--- src/rtl/seq_detector_param.sv ---
// Moore serial-pattern detector with loadable pattern, KMP fallback,
// overlap/non-overlap mode and a saturating match counter.
module seq_detector_param #(
   parameter int               PAT_W   = 4,
   parameter logic [PAT_W-1:0] PAT_RST = PAT_W'(4'b1011),
   parameter int               CNT_W   = 8
) (
   input  logic             clk,
   input  logic             reset,
   input  logic             x,
   input  logic             x_valid,
   input  logic             overlap_en,
   input  logic             pat_load,
   input  logic [PAT_W-1:0] pat_in,
   input  logic             cnt_clr,
   output logic             z,
   output logic [CNT_W-1:0] match_count,
   output logic [PAT_W-1:0] pattern
);

   localparam int SW = $clog2(PAT_W + 1);

   typedef logic [SW-1:0] state_t;

   localparam state_t         MATCH = state_t'(PAT_W);
   localparam logic [CNT_W-1:0] CMAX = '1;

   state_t state;
   state_t nstate;
   logic   hit;

   // Longest pattern prefix that is a suffix of (first k pattern bits, x).
   // Bit strings are right-aligned so prefixes and suffixes become shifts.
   function automatic state_t kmp_next(
      input logic [PAT_W-1:0] p,
      input state_t           k,
      input logic             xb
   );
      logic [PAT_W:0] pe;
      logic [PAT_W:0] s;
      logic [PAT_W:0] pre;
      logic [PAT_W:0] msk;
      state_t         best;
      pe   = {1'b0, p};
      s    = ((pe >> (PAT_W - int'(k))) << 1) | {{PAT_W{1'b0}}, xb};
      best = '0;
      for (int j = 1; j <= PAT_W; j++) begin
         pre = pe >> (PAT_W - j);
         msk = {(PAT_W + 1){1'b1}} >> (PAT_W + 1 - j);
         if (j <= int'(k) + 1 && ((s ^ pre) & msk) == '0)
            best = SW'(j);
      end
      return best;
   endfunction

   always_comb begin
      nstate = state;
      hit    = 1'b0;
      if (x_valid) begin
         if (state == MATCH && !overlap_en)
            nstate = (x == pattern[PAT_W-1]) ? state_t'(1) : '0;
         else
            nstate = kmp_next(pattern, state, x);
         hit = (nstate == MATCH);
      end
   end

   always_ff @(posedge clk) begin
      if (reset) begin
         state   <= '0;
         pattern <= PAT_RST;
      end else if (pat_load) begin
         state   <= '0;
         pattern <= pat_in;
      end else begin
         state   <= nstate;
      end
   end

   always_ff @(posedge clk) begin
      if (reset)
         match_count <= '0;
      else if (cnt_clr)
         match_count <= '0;
      else if (hit && !pat_load && match_count != CMAX)
         match_count <= match_count + 1'b1;
   end

   assign z = (state == MATCH);

endmodule
--- config.mk ---
export PLATFORM = sky130hd
export DESIGN_NAME = seq_detector_param
export DESIGN_NICKNAME = d
export VERILOG_FILES = /design/src/rtl/seq_detector_param.sv
export SDC_FILE = /design/constraint.sdc
export NUM_CORES = 1
export LEC_CHECK = 0
export CELL_PAD_IN_SITES_DETAIL_PLACEMENT = 1
export CELL_PAD_IN_SITES_GLOBAL_PLACEMENT = 1
export CORE_ASPECT_RATIO = 0.75
export CORE_MARGIN = 2
export CORE_UTILIZATION = 41
export CTS_CLUSTER_SIZE = 24
export DETAILED_ROUTE_END_ITERATION = 8
export PLACE_DENSITY = 0.82
export SETUP_SLACK_MARGIN = 0.4
export SYNTH_ARGS = -nofsm -noshare
export SYNTH_HDL_FRONTEND = slang
export SYNTH_SLANG_ARGS = --single-unit
--- constraint.sdc ---
create_clock -name clk -period 5.4 [get_ports clk]
set_input_delay 1.08 -clock clk [delete_from_list [all_inputs] [get_ports clk]]
set_output_delay 1.08 -clock clk [all_outputs]
set_load 0.005 [all_outputs]
==> results.py, run 1 <==
metrics = {
    "run_status": {
        "status": "finished, final reports clean",
    },
    "floorplanning": {
        "die_h_um": 51.70,
        "num_rows": 17,
        "pin_count": 24,
        "initial_core_util_pct": 42.68,
        "dieWidth_um": 67.60,
        "dieArea_um2": 3494,
        "design.core.area_um2": 2914,
    },
    "power_and_ir_drop": {
        "power_switching_uw": 78.19,
        "pwr-share-seq_pct": 45.1,
        "internal_power_uw": 191.9,
        "powerDensity_nw_per_um2": 181.0,
        "power_leakage_uw": 0.0004876,
        "power_frac_clock_pct": 34.4,
        "peakVddDrop_v": 0.0001100,
        "switching_share_pct": 28.95,
        "comb_power_share_pct": 20.5,
    },
    "clock_network": {
        "ctsResizeCount": 0,
        "cts_buffer_depth": 2,
        "cts_inserted_buffers": 3,
        "cts-root-buf": "clkbuf_8",
        "holdBufCountCts": 0,
        "cts_sinks": 15,
        "post_cts_buffers": 0,
        "h-tree-depth": 1,
        "cts_tree": "done",
        "clk_pin_slew_ns": 0.07,
        "insertion_delay_ns": 0.25,
    },
    "global_routing": {
        "grt_pass1_wl_um": 5789,
        "grt.overflow.total": 0,
        "grt_pass1_vias": 1223,
        "track_usage_pct": 21.86,
        "antenna_found_initial": 0,
        "grt_max_degree": 17,
    },
    "synthesis": {
        "synth_top_area_share_pct": 24.14,
        "ys_warn_count": 0,
        "ys_seq_area_share_pct": 24.14,
        "async_flop_share_pct": 0,
        "yosysUniqueCellTypes": 50,
        "synth_flop_cell": "dfxtp_1",
        "avgSynthCellArea_um2": 8.518,
        "synth_common_cells": "dfxtp_1 (15), a21oi_1 (11), nand2_1 (9)",
        "syn-num-nets": 162,
        "synth.area.top_cells": "dfxtp_1 (24%), ha_1 (5.0%), mux2i_1 (4.8%)",
        "synth_most_common_cell": "dfxtp_1",
        "synth_area_um2": 1244,
        "synth_seq_cells": 15,
        "synth-edff-count": 0,
        "synthCells": 146,
        "synth_top_area_cell": "dfxtp_1",
    },
    "worst_setup_path": {
        "cp_max_fo": 16,
        "cp.arrival_ns": 3.44,
        "cp-end-kind": "flop",
        "r2r_start": "state[0]",
        "worstSetupPathType": "flop to flop",
        "startpoint_type": "flop",
        "worst_r2r_endpoint": "match_count[2]",
        "r2r_setup_slack_ns": 2.14,
        "worstRegToRegCells": 8,
        "crit_required_ns": 5.58,
    },
    "hold_path": {
        "whs_path_depth": 2,
        "min_to": "match_count[4]",
        "min_from": "match_count[4]",
        "hold_path_class": "flop to flop",
    },
    "detailed_routing": {
        "wl_per_cell_um": 17.06,
        "firstDrtPassIters": 4,
        "vias": 1220,
        "antenna_left": 0,
        "wl_um": 3429,
        "drtIter0Drc": 81,
        "drc": 0,
        "viasPerCell": 6.070,
    },
    "sta": {
        "grt_setup_unrepaired": "false",
        "fin_skew_ns": 0.005706,
        "finalSetupViolCount": 0,
        "post-route-period-util_pct": 60.37,
        "setup_tns_ns": 0,
        "worstMarginPinSlew_ns": 1.054,
        "fin_crit_ns": 3.260,
        "fmax_mhz": 306.7,
        "finalHoldViolCount": 0,
        "slew_violations": 0,
        "whs_ns": 0.4961,
        "relSlewSlack_pct": 29.42,
    },
    "layout": {
        "diodes": 0,
        "drive_gt1_share_pct": 8.589,
        "syn_to_final_growth_pct": 20.02,
        "final_core_util_pct": 51.22,
        "final_nets": 180,
    },
    "place": {
        "place.port_buffers": 23,
        "gp_congestion": 0.7461,
        "hpwlAfterDp_um": 2645,
    },
    "job": {
        "drv_cap": 0,
    },
}
sequential cells by signal (all words and copies together) (netlist names):
signal and count:
match_count 8, pattern 4, state 3
worst max-delay path by stage:
stage,startpoint,depth (start not counted),to
floorplan,x,8,match_count[1]
detailed placement,x,7,match_count[2]
global placement,x,7,match_count[7]
finish,state[0],8,match_count[2]
global route,state[0],8,match_count[6]
CTS,state[0],8,match_count[2]
per-stage QoR:
step	setup slack [ns]	area [um2]	cells	total power, uW
after detailed placement	2.018	1448	197	179.3
after global placement	2.128	1448	197	176.0
final	2.140	1493	201	270.1
after global routing	1.904	1493	201	287.8
after CTS	2.175	1493	201	273.7
after floorplan	2.781	1244	146	161.3
worst max-delay path: stages, from the launching register on:
cell,delay [ns]
dfxtp_1,0.70
inv_1,0.10
ha_1,0.22
ha_1,0.39
nor4_1,0.40
xnor2_1,0.17
o211ai_1,0.43
or4_1,0.63
a21oi_1,0.15
layout make-up:
type | instances | area [um2]
clock buffers | 4 | 45.04
fillers | 353 | 1421
inverters | 5 | 18.77
multi-input cells | 116 | 850.8
flip-flops and latches | 15 | 300.3
well taps | 38 | 47.55
repair buffers | 23 | 230.2
cells in the final DEF (no fill, tap or decap), types with 2 or more instances in the layout:
cell	Yosys	routed
nand3b_1	2	2
a31oi_1	2	2
a211o_1	3	3
o31ai_1	6	6
inv_1	5	5
a211oi_1	2	2
nand4_1	4	4
a21oi_1	11	11
dfxtp_1	15	15
clkdlybuf4s50_1	0	23
or4_1	4	4
and3_1	2	2
xor2_1	2	2
mux2i_1	6	6
nand2b_1	4	4
nor3_1	5	5
nor2_1	7	7
xnor2_1	4	4
clkbuf_8	1	3
o21ai_0	5	5
and3_4	2	2
or3_1	3	3
o211ai_1	4	4
nor2b_1	3	3
nand2_1	9	9
ha_1	5	5
layer usage:
layer	track usage [%]	vias to the layer above	routed length (um)
met5	0	-	0
met4	2.041	0	6
met3	5.628	2	258
met2	37.25	38	1649
met1	28.69	592	1515
li1	-	588	-
logic make-up (layout without fill, tap and decap cells):
group | count (synthesis) | after routing | synth area share, %
AOI/OAI and AO/OA | 45 | 45 | 27.36
DFF | 15 | 15 | 24.15
buffers and inverters | 15 | 32 | 7.444
xor gates and xnor gates | 7 | 7 | 5.534
adders and majority gates | 5 | 5 | 5.030
and+or+nand+nor | 53 | 53 | 25.65
muxes | 6 | 6 | 4.829
power groups by stage:
stage,Clock [uW],Combinational (uW),Sequential [uW]
6_report,93.0,55.4,122
3_5_place_dp,0,55.3,124
2_1_floorplan,0,42.3,119
3_3_place_gp,0,52.2,124
4_1_cts,96.3,55.7,122
5_1_grt,104,61.0,122
No activity file was read; power rests on OpenSTA's default activity.
==> run 2, diff against run 1 <==
--- a/config.mk
+++ b/config.mk
@@ -9,10 +9,10 @@
 export CELL_PAD_IN_SITES_GLOBAL_PLACEMENT = 1
 export CORE_ASPECT_RATIO = 0.75
 export CORE_MARGIN = 2
-export CORE_UTILIZATION = 41
+export CORE_UTILIZATION = 38
 export CTS_CLUSTER_SIZE = 24
 export DETAILED_ROUTE_END_ITERATION = 8
-export PLACE_DENSITY = 0.82
+export PLACE_DENSITY = 0.77
 export SETUP_SLACK_MARGIN = 0.4
 export SYNTH_ARGS = -nofsm -noshare
 export SYNTH_HDL_FRONTEND = slang
==> constraint.sdc (replaced) <==
create_clock -name clk -period 3.08 [get_ports clk]
set_input_delay 0.616 -clock clk [delete_from_list [all_inputs] [get_ports clk]]
set_output_delay 0.616 -clock clk [all_outputs]
set_load 0.005 [all_outputs]
==> run 2 against run 1 <==
  * Cell count up 2.0%
  * Sequential power up 72%
  * Largest cell class unchanged
  * Non-clock buffer count up 4
  * Global-route usage down 1.7 points
  * Critical endpoint unchanged
  * Setup slack worse by 1.6 ns
  * Largest power group unchanged
  * Utilization down 0.15 points
  * Cell area up 3.4%
  * Sequential share of layout area down 0.65 points
==> results.py, run 2 (synthesis results as in run 1) <==
metrics = {
    "layout": {
        "syn_to_final_growth_pct": 24.04,
        "diodes": 0,
        "largest_register_ffs": 8,
        "top_regs": "match_count (8), pattern (4), state (3)",
        "final_nets": 184,
        "regMostFlops": "match_count",
        "drive_gt1_share_pct": 11.98,
        "mostFrequentLayoutCells": "clkdlybuf4s50_1 (23), dfxtp_1 (15), a21oi_1 (11)",
        "fillCellCount": 358,
        "final_common_cell": "clkdlybuf4s50_1",
        "fin_area_um2": 1543,
    },
    "detailed_routing": {
        "antenna_left": 0,
        "drtIter0Drc": 55,
        "vias": 1220,
        "viasPerCell": 5.951,
        "drc": 0,
        "firstDrtPassIters": 4,
        "wl_um": 3568,
        "wl_per_cell_um": 17.40,
    },
    "global_routing": {
        "grt.overflow.total": 0,
        "grt_pass1_wl_um": 5920,
        "grt_max_degree": 16,
        "grtUsageMet1_pct": 26.84,
        "antenna_found_initial": 0,
        "track_usage_pct": 20.12,
        "use_met3_pct": 6.180,
        "grt.busiest_layer": "met2",
        "use_met2_pct": 33.33,
        "grt_pass1_vias": 1221,
    },
    "floorplanning": {
        "dieWidth_um": 70.06,
        "dieArea_um2": 3751,
        "num_rows": 17,
        "initial_core_util_pct": 41.18,
        "die_h_um": 53.55,
        "pin_count": 24,
        "design.core.area_um2": 3020,
    },
    "place": {
        "placed_area_um2": 1478,
        "place.port_buffers": 23,
        "hpwlAfterDp_um": 2703,
        "gp_congestion": 0.7444,
    },
    "sta": {
        "finalHoldViolCount": 0,
        "post-route-period-util_pct": 81.29,
        "fin_skew_ns": 0.007159,
        "fin_crit_ns": 2.504,
        "relSlewSlack_pct": 62.97,
        "worstMarginPinSlew_ns": 0.5548,
        "slew_violations": 0,
        "finalSetupViolCount": 0,
        "setup_tns_ns": 0,
        "grt_setup_unrepaired": "false",
        "fmax_mhz": 399.4,
    },
    "clock_network": {
        "cts_inserted_buffers": 3,
        "cts_tree": "done",
        "post_cts_buffers": 0,
        "h-tree-depth": 1,
        "cts_sinks": 15,
        "cts_buffer_depth": 2,
        "clk_pin_slew_ns": 0.07,
        "cts-root-buf": "clkbuf_8",
        "insertion_delay_ns": 0.25,
    },
    "worst_setup_path": {
        "cp_num_buf_inv": 1,
        "cp_max_fo": 14,
        "worstSetupPathType": "flop to flop",
        "cp-end-kind": "flop",
        "critPathMaxStageDelay_ns": 0.55,
        "crit_family": "simple AND/OR/NAND/NOR gates",
        "cp.arrival_ns": 2.69,
        "startpoint_type": "flop",
        "worstPathCellList": "inv_1 -> ha_2 -> nand2_1 -> or3b_1 -> o31ai_2 -> xor2_4 -> or4_1 -> a21oi_1",
        "crit_required_ns": 3.27,
        "critPathSlowestCell": "or4_1",
    },
    "hold_path": {
        "hold_path_class": "flop to flop",
    },
    "power_and_ir_drop": {
        "power_leakage_uw": 0.0005087,
        "peakVddDrop_v": 0.0001831,
        "powerDensity_nw_per_um2": 310.5,
    },
    "run_status": {
        "status": "finished, final reports clean",
    },
    "job": {
        "drv_cap": 0,
    },
}
## run 2: cell types whose count changed in the layout (fill, tap and decap cells not counted)
| cell | previous run | this run |
|---|---|---|
| ha_1 | 5 | 4 |
| nor4_1 | 1 | 0 |
| xor2_2 | 1 | 0 |
| ha_2 | 0 | 1 |
| buf_4 | 0 | 4 |
| xor2_4 | 0 | 1 |
| nor4_2 | 1 | 2 |
## run 2: worst paths after layout
kind,slack [ns],start,depth (start not counted),to
worst min-delay path,0.51,match_count[6],2,match_count[6]
worst min register to register,0.51,match_count[6],2,match_count[6]
worst max-delay path,0.58,state[1],8,match_count[2]
worst max register to register,0.58,state[1],8,match_count[2]
## run 2: tightest hold or removal path, stage by stage (launching register included)
cell and delay, ns:
dfxtp_1 0.33, o31ai_1 0.07, a21oi_1 0.06
## run 2: final cells by class
cell class	count	area (um2)	area share, %
Clock buffer	4	45.04	2.920
Inverter	5	18.77	1.217
Multi-Input combinational cell	116	870.8	56.45
Sequential cell	15	300.3	19.46
Tap cell	38	47.55	3.082
Timing Repair Buffer	27	260.3	16.87
## run 2: layer usage
layer / vias to the layer above / routed length, um
li1: 595 / -
met1: 598 / 1710
met2: 27 / 1706
met3: 0 / 152
met4: 0 / 0
met5: - / 0
## run 2: timing repair
action                                  CTS  global route
hold endpoints to repair                  0             0
resized for setup                         0             3
hold buffers                              0             0
endpoints found under the setup margin    0            10
## run 2: report_power, final
group	internal [uW]	total, uW	switching (uW)
sequential	199	210	11.7
clock	91.6	162	70.0
combinational	50.0	107	57.1
total	340	479	139
## run 2: through the flow
stage	util, %	total power [uW]	setup slack, ns	hold slack, ns	std cells
2_1_floorplan	-	282.7	0.4890	0.4723	146
3_3_place_gp	48.92	311.6	0.4658	0.4774	201
3_5_place_dp	48.92	317.4	0.3938	0.5014	201
4_1_cts	50.41	481.1	0.4490	0.5091	205
5_1_grt	51.08	511.5	0.4008	0.5517	205
6_report	51.08	479.0	0.5763	0.5090	205
==> variant 1, RTL diff (config.mk and constraints of run 2) <==
Make the reset (`reset`) asynchronous in 2 clocked blocks.
--- a/src/rtl/seq_detector_param.sv
+++ b/src/rtl/seq_detector_param.sv
@@ -67,3 +67,3 @@
 
-   always_ff @(posedge clk) begin
+   always_ff @(posedge clk or posedge reset) begin
       if (reset) begin
@@ -79,3 +79,3 @@
 
-   always_ff @(posedge clk) begin
+   always_ff @(posedge clk or posedge reset) begin
       if (reset)
Formal check against the unedited RTL: differs if reset is asserted again (counterexample within 4 cycles, from zero or initial values and one cycle with reset high); with reset held inactive, the same outputs for 10 cycles.
==> variant 1 against run 2 <==
- core utilization is 6.8 points higher
- critical endpoint is now match_count[5]$_DFFE_PP0P_
- cell area is 13% higher
- setup slack worse by 0.35 ns
- area after synthesis is 1.6% lower
- highest routed layer unchanged
- die area is 1.5% lower
- clock power hardly changed
- largest cell class unchanged
- via count rose by 0.98%
- sequential cell count unchanged
- final cell count rose by 3.4%
- power up 15%
- routed wire length is 7.1% higher
- largest power group unchanged
==> variant 1: results <==
export IMPL_outcome="completed"
export IMPL_grt_max_degree=16
export IMPL_grt_pass1_wl_microns=6279
export IMPL_netSwitchingPower_mw=0.1681
export IMPL_wirelength_microns=3820
export IMPL_yosysWarnings=0
export IMPL_synthTopCellsByArea="dfrtp_1, ha_1, dfstp_2, mux2_2, o21ai_0"
export IMPL_fillers=356
export IMPL_worstPathMaxFanout=10
export IMPL_place_congestion=0.8406
export IMPL_hold_path_class="reg -> reg"
export IMPL_place_area_sq_um=1572
export IMPL_yosys_cell_types_count=39
export IMPL_synth_async_reset_ratio=1.000
export IMPL_largest_register="match_count"
export IMPL_slew_headroom=0.5826
export IMPL_seq_area_frac_synth=0.3098
export IMPL_top_regs="match_count x8, pattern x4, state x3"
export IMPL_clockBufferDepth=2
export IMPL_grtUsageTotal=0.2192
export IMPL_drc=0
export IMPL_htree_num_levels=1
export IMPL_cts_buffers=3
export IMPL_path_clk_slew_ns=0.07
export IMPL_fin_skew_ns=0.008709
export IMPL_arrival_ns=2.99
export IMPL_antenna_found_initial=0
export IMPL_synth_commonest_cells="dfrtp_1, nor2_1, o21ai_0"
export IMPL_slowest_stage="or4_4"
export IMPL_ir_drop_uv=175.7
export IMPL_synthAdderAreaFrac=0.07157
export IMPL_r2r_cells=9
export IMPL_synthXorXnorAreaFrac=0.03579
export IMPL_cp_top_family="simple AND/OR/NAND/NOR gates"
export IMPL_grt_pass1_vias=1217
export IMPL_slowest_delay_ns=0.62
export IMPL_p_leak_nw=0.6747
export IMPL_via_per_inst=5.811
export IMPL_hold_depth=1
export IMPL_cts_root_buf="clkbuf_8"
export IMPL_drt_iter0_markers=67
export IMPL_num_antenna_cells=0
export IMPL_drive_gt1_frac=0.2874
export IMPL_synth_compound_area_share=0.1861
export IMPL_firstDrtPassIters=4
export IMPL_clk_latency_ns=0.25
export IMPL_power_density_nw_per_um2=317.3
export IMPL_place_ws_ns=-0.02330
export IMPL_dp_final_hpwl_microns=2794
export IMPL_synth_most_common_cell="dfrtp_1"
export IMPL_fin_nets=193
export IMPL_portBuffers=23
export IMPL_synth_net_count=161
export IMPL_muxShareOfSynthArea=0.09714
[variant 1: logic make-up (layout without fill, tap and decap cells)]
group                    count (synthesis)  count (layout)
AO/OA/AOI/OAI                           34              34
XOR/XNOR                                 5               5
AND/OR/NAND/NOR                         52              53
adder cells (fa/ha/maj)                  7               7
flip-flops                              15              15
buffers and inverters                   19              49
multiplexers                            11              11
[variant 1: final cells by class]
type	instances	area share
Clock buffer	3	0.02378
Clock inverter	1	0.002882
Inverter	7	0.01801
Tap cell	38	0.02738
Timing Repair Buffer	38	0.2061
Sequential cell	15	0.2190
Multi-Input combinational cell	110	0.5029
[variant 1: power groups by stage]
stage          clock network (mW)  registers, mW  logic (mW)
2_1_floorplan                   0          0.217       0.102
3_3_place_gp                    0          0.226       0.144
3_5_place_dp                    0          0.227       0.149
4_1_cts                     0.169          0.224       0.161
5_1_grt                     0.177          0.226       0.181
6_report                    0.162          0.224       0.165
[variant 1: worst paths after layout]
check / start / to / slack [ns]
setup / recovery: state[0]$_DFFE_PP0P_ / match_count[5]$_DFFE_PP0P_ / 0.23
max in group asynchronous: reset / state[1]$_DFFE_PP0P_ / 1.90
setup reg to reg: state[0]$_DFFE_PP0P_ / match_count[5]$_DFFE_PP0P_ / 0.23
min in group asynchronous: reset / match_count[4]$_DFFE_PP0P_ / 0.74
hold reg to reg: state[1]$_DFFE_PP0P_ / state[1]$_DFFE_PP0P_ / 0.55
hold / removal: state[1]$_DFFE_PP0P_ / state[1]$_DFFE_PP0P_ / 0.55
[variant 1: through the flow]
step           hold slack [ns]  std cells  setup TNS [ns]  power, mW
2_1_floorplan           0.5153        143               0     0.3186
3_3_place_gp            0.5159        203               0     0.3700
3_5_place_dp            0.5353        203        -0.02330     0.3762
4_1_cts                 0.5524        211               0     0.5543
5_1_grt                 0.5863        212               0     0.5843
6_report                0.5508        212               0     0.5510
[variant 1: worst reg2reg max path: stages, from the launching register on]
cell and delay (ns):
dfrtp_1 0.39, buf_6 0.13, inv_6 0.03, ha_4 0.32, mux2i_1 0.29, o31ai_2 0.09, a211o_1 0.27, or4_4 0.62
nor4_4 0.24, mux2_2 0.36
[variant 1: routing by layer]
metal  wire length (microns)  GRT usage  up-vias
met1                    1887     0.3132      625
met2                    1756     0.3606       24
li1                        -          -      583
met3                     175    0.04381        0
met4                       0    0.01307        0
met5                       0          0        -
[variant 1: timing repair]
item	in CTS	in global routing
buffers inserted	3	1
pin swaps	4	2
gates resized for setup	7	12
endpoints found under the setup margin	11	9
cloned	1	0
==> variant 2, RTL diff (flow settings as in run 2) <==
Made on the original files. Change the parameter `CNT_W` from 8 to 9.
--- a/src/rtl/seq_detector_param.sv
+++ b/src/rtl/seq_detector_param.sv
@@ -5,3 +5,3 @@
    parameter logic [PAT_W-1:0] PAT_RST = PAT_W'(4'b1011),
-   parameter int               CNT_W   = 8
+   parameter int               CNT_W   = 9
 ) (
Interface: changed (resized match_count); port bits go from 24 to 25. The function was not compared with the original's and may differ.
==> variant 2 against run 2 <==
- clock power decreased by 4%
- combinational power increased by 30%
- setup slack got worse by 0.29 ns
- power increased by 7.3%
- via count increased by 19%
- routed wire length is 27% higher
- cell area grew 16%
- die area about the same
- count of clock-buffer cells in the layout shrank 1
- area after synthesis shrank 0.10%
- sequential cell count grew 1
- non-clock buffer count rose by 17
- critical path type unchanged
- largest power group unchanged
==> variant 2: results <==
export IMPL_portBuffers=24
export IMPL_place_congestion=0.7755
export IMPL_grtUsageTotal=0.2528
export IMPL_ir_drop_uv=177.9
export IMPL_via_per_inst=6.330
export IMPL_top_regs="match_count x9, pattern x4, state x3"
export IMPL_p_leak_nw=0.6240
export IMPL_place_area_sq_um=1587
export IMPL_netSwitchingFraction=0.2990
export IMPL_drt_iter0_markers=48
export IMPL_worstPathMaxFanout=8
export IMPL_min_to="match_count[7]$_SDFFE_PP0P_"
export IMPL_slowest_delay_ns=0.47
export IMPL_yosys_cell_types_count=45
export IMPL_r2r_end="match_count[8]$_SDFFE_PP0P_"
export IMPL_drive_gt1_frac=0.2604
export IMPL_outcome="completed"
export IMPL_grt_pass1_wl_microns=7458
export IMPL_fin_skew_ns=0.001837
export IMPL_fin_nets=211
export IMPL_grt_max_degree=19
export IMPL_p_clk_frac=0.301
export IMPL_arrival_ns=2.92
export IMPL_grt_pass1_vias=1516
export IMPL_pg_comb_mw=0.139
export IMPL_dp_final_hpwl_microns=3006
export IMPL_synthTopCellsByArea="dfxtp_1, ha_1, o31ai_1, nand4_1, nor2_1"
export IMPL_fillers=361
export IMPL_synth_commonest_cells="dfxtp_1, nor2_1, nand2_1, o31ai_1, inv_1"
export IMPL_slowest_stage="or4b_4"
export IMPL_min_from="match_count[7]$_SDFFE_PP0P_"
export IMPL_reg2reg_setup_slack_ns=0.29
export IMPL_wirelength_microns=4532
-- variant 2: routing by layer --
layer / track usage / up-vias / routed length (microns)
li1: - / 676 / -
met1: 0.3401 / 740 / 2235
met2: 0.4254 / 32 / 2089
met3: 0.04952 / 8 / 134
met4: 0.05769 / 0 / 71
met5: 0 / - / 0
-- variant 2: stage by stage --
step	power, mW	setup slack (ns)	hold WS (ns)	utilization	std cells
2_1_floorplan	0.2965	0.3832	0.4793	-	156
3_3_place_gp	0.3407	0.2536	0.4875	0.5253	217
3_5_place_dp	0.3467	0.1354	0.4973	0.5253	217
4_1_cts	0.5071	0.3287	0.5064	0.5671	230
5_1_grt	0.5380	0.1978	0.5403	0.5944	230
6_report	0.5139	0.2876	0.5194	0.5944	230
-- variant 2: worst register-to-register path, stage by stage, from the launching register on --
cell     delay [ns]
dfxtp_2        0.34
inv_2          0.05
ha_4           0.16
ha_4           0.25
or2_4          0.26
a21oi_2        0.12
or4b_4         0.47
or3_4          0.36
buf_4          0.18
buf_4          0.17
o31ai_2        0.21
a21oi_1        0.11
-- variant 2: cell families (layout without fill, tap and decap cells) --
logic type,Yosys count,in the layout,share of synthesized area
flops,16,16,0.2578
compound gates,48,48,0.2920
simple gates,59,59,0.2679
buf+inv,19,55,0.06345
mux,2,2,0.01611
xor+xnor,6,6,0.04230
fa+ha+maj,6,6,0.06042
-- variant 2: repair_timing --
item	4_1_cts	5_1_grt
cloned	1	0
resized for setup	4	20
endpoints found under the setup margin	8	12
buffers inserted	9	0
-- variant 2: area by class of cell --
cell class                      count  area share
Multi-Input combinational cell    121      0.5331
Timing Repair Buffer               44      0.2195
Sequential cell                    16      0.1798
Tap cell                           38     0.02648
Clock buffer                        3     0.02300
Inverter                            8     0.01812
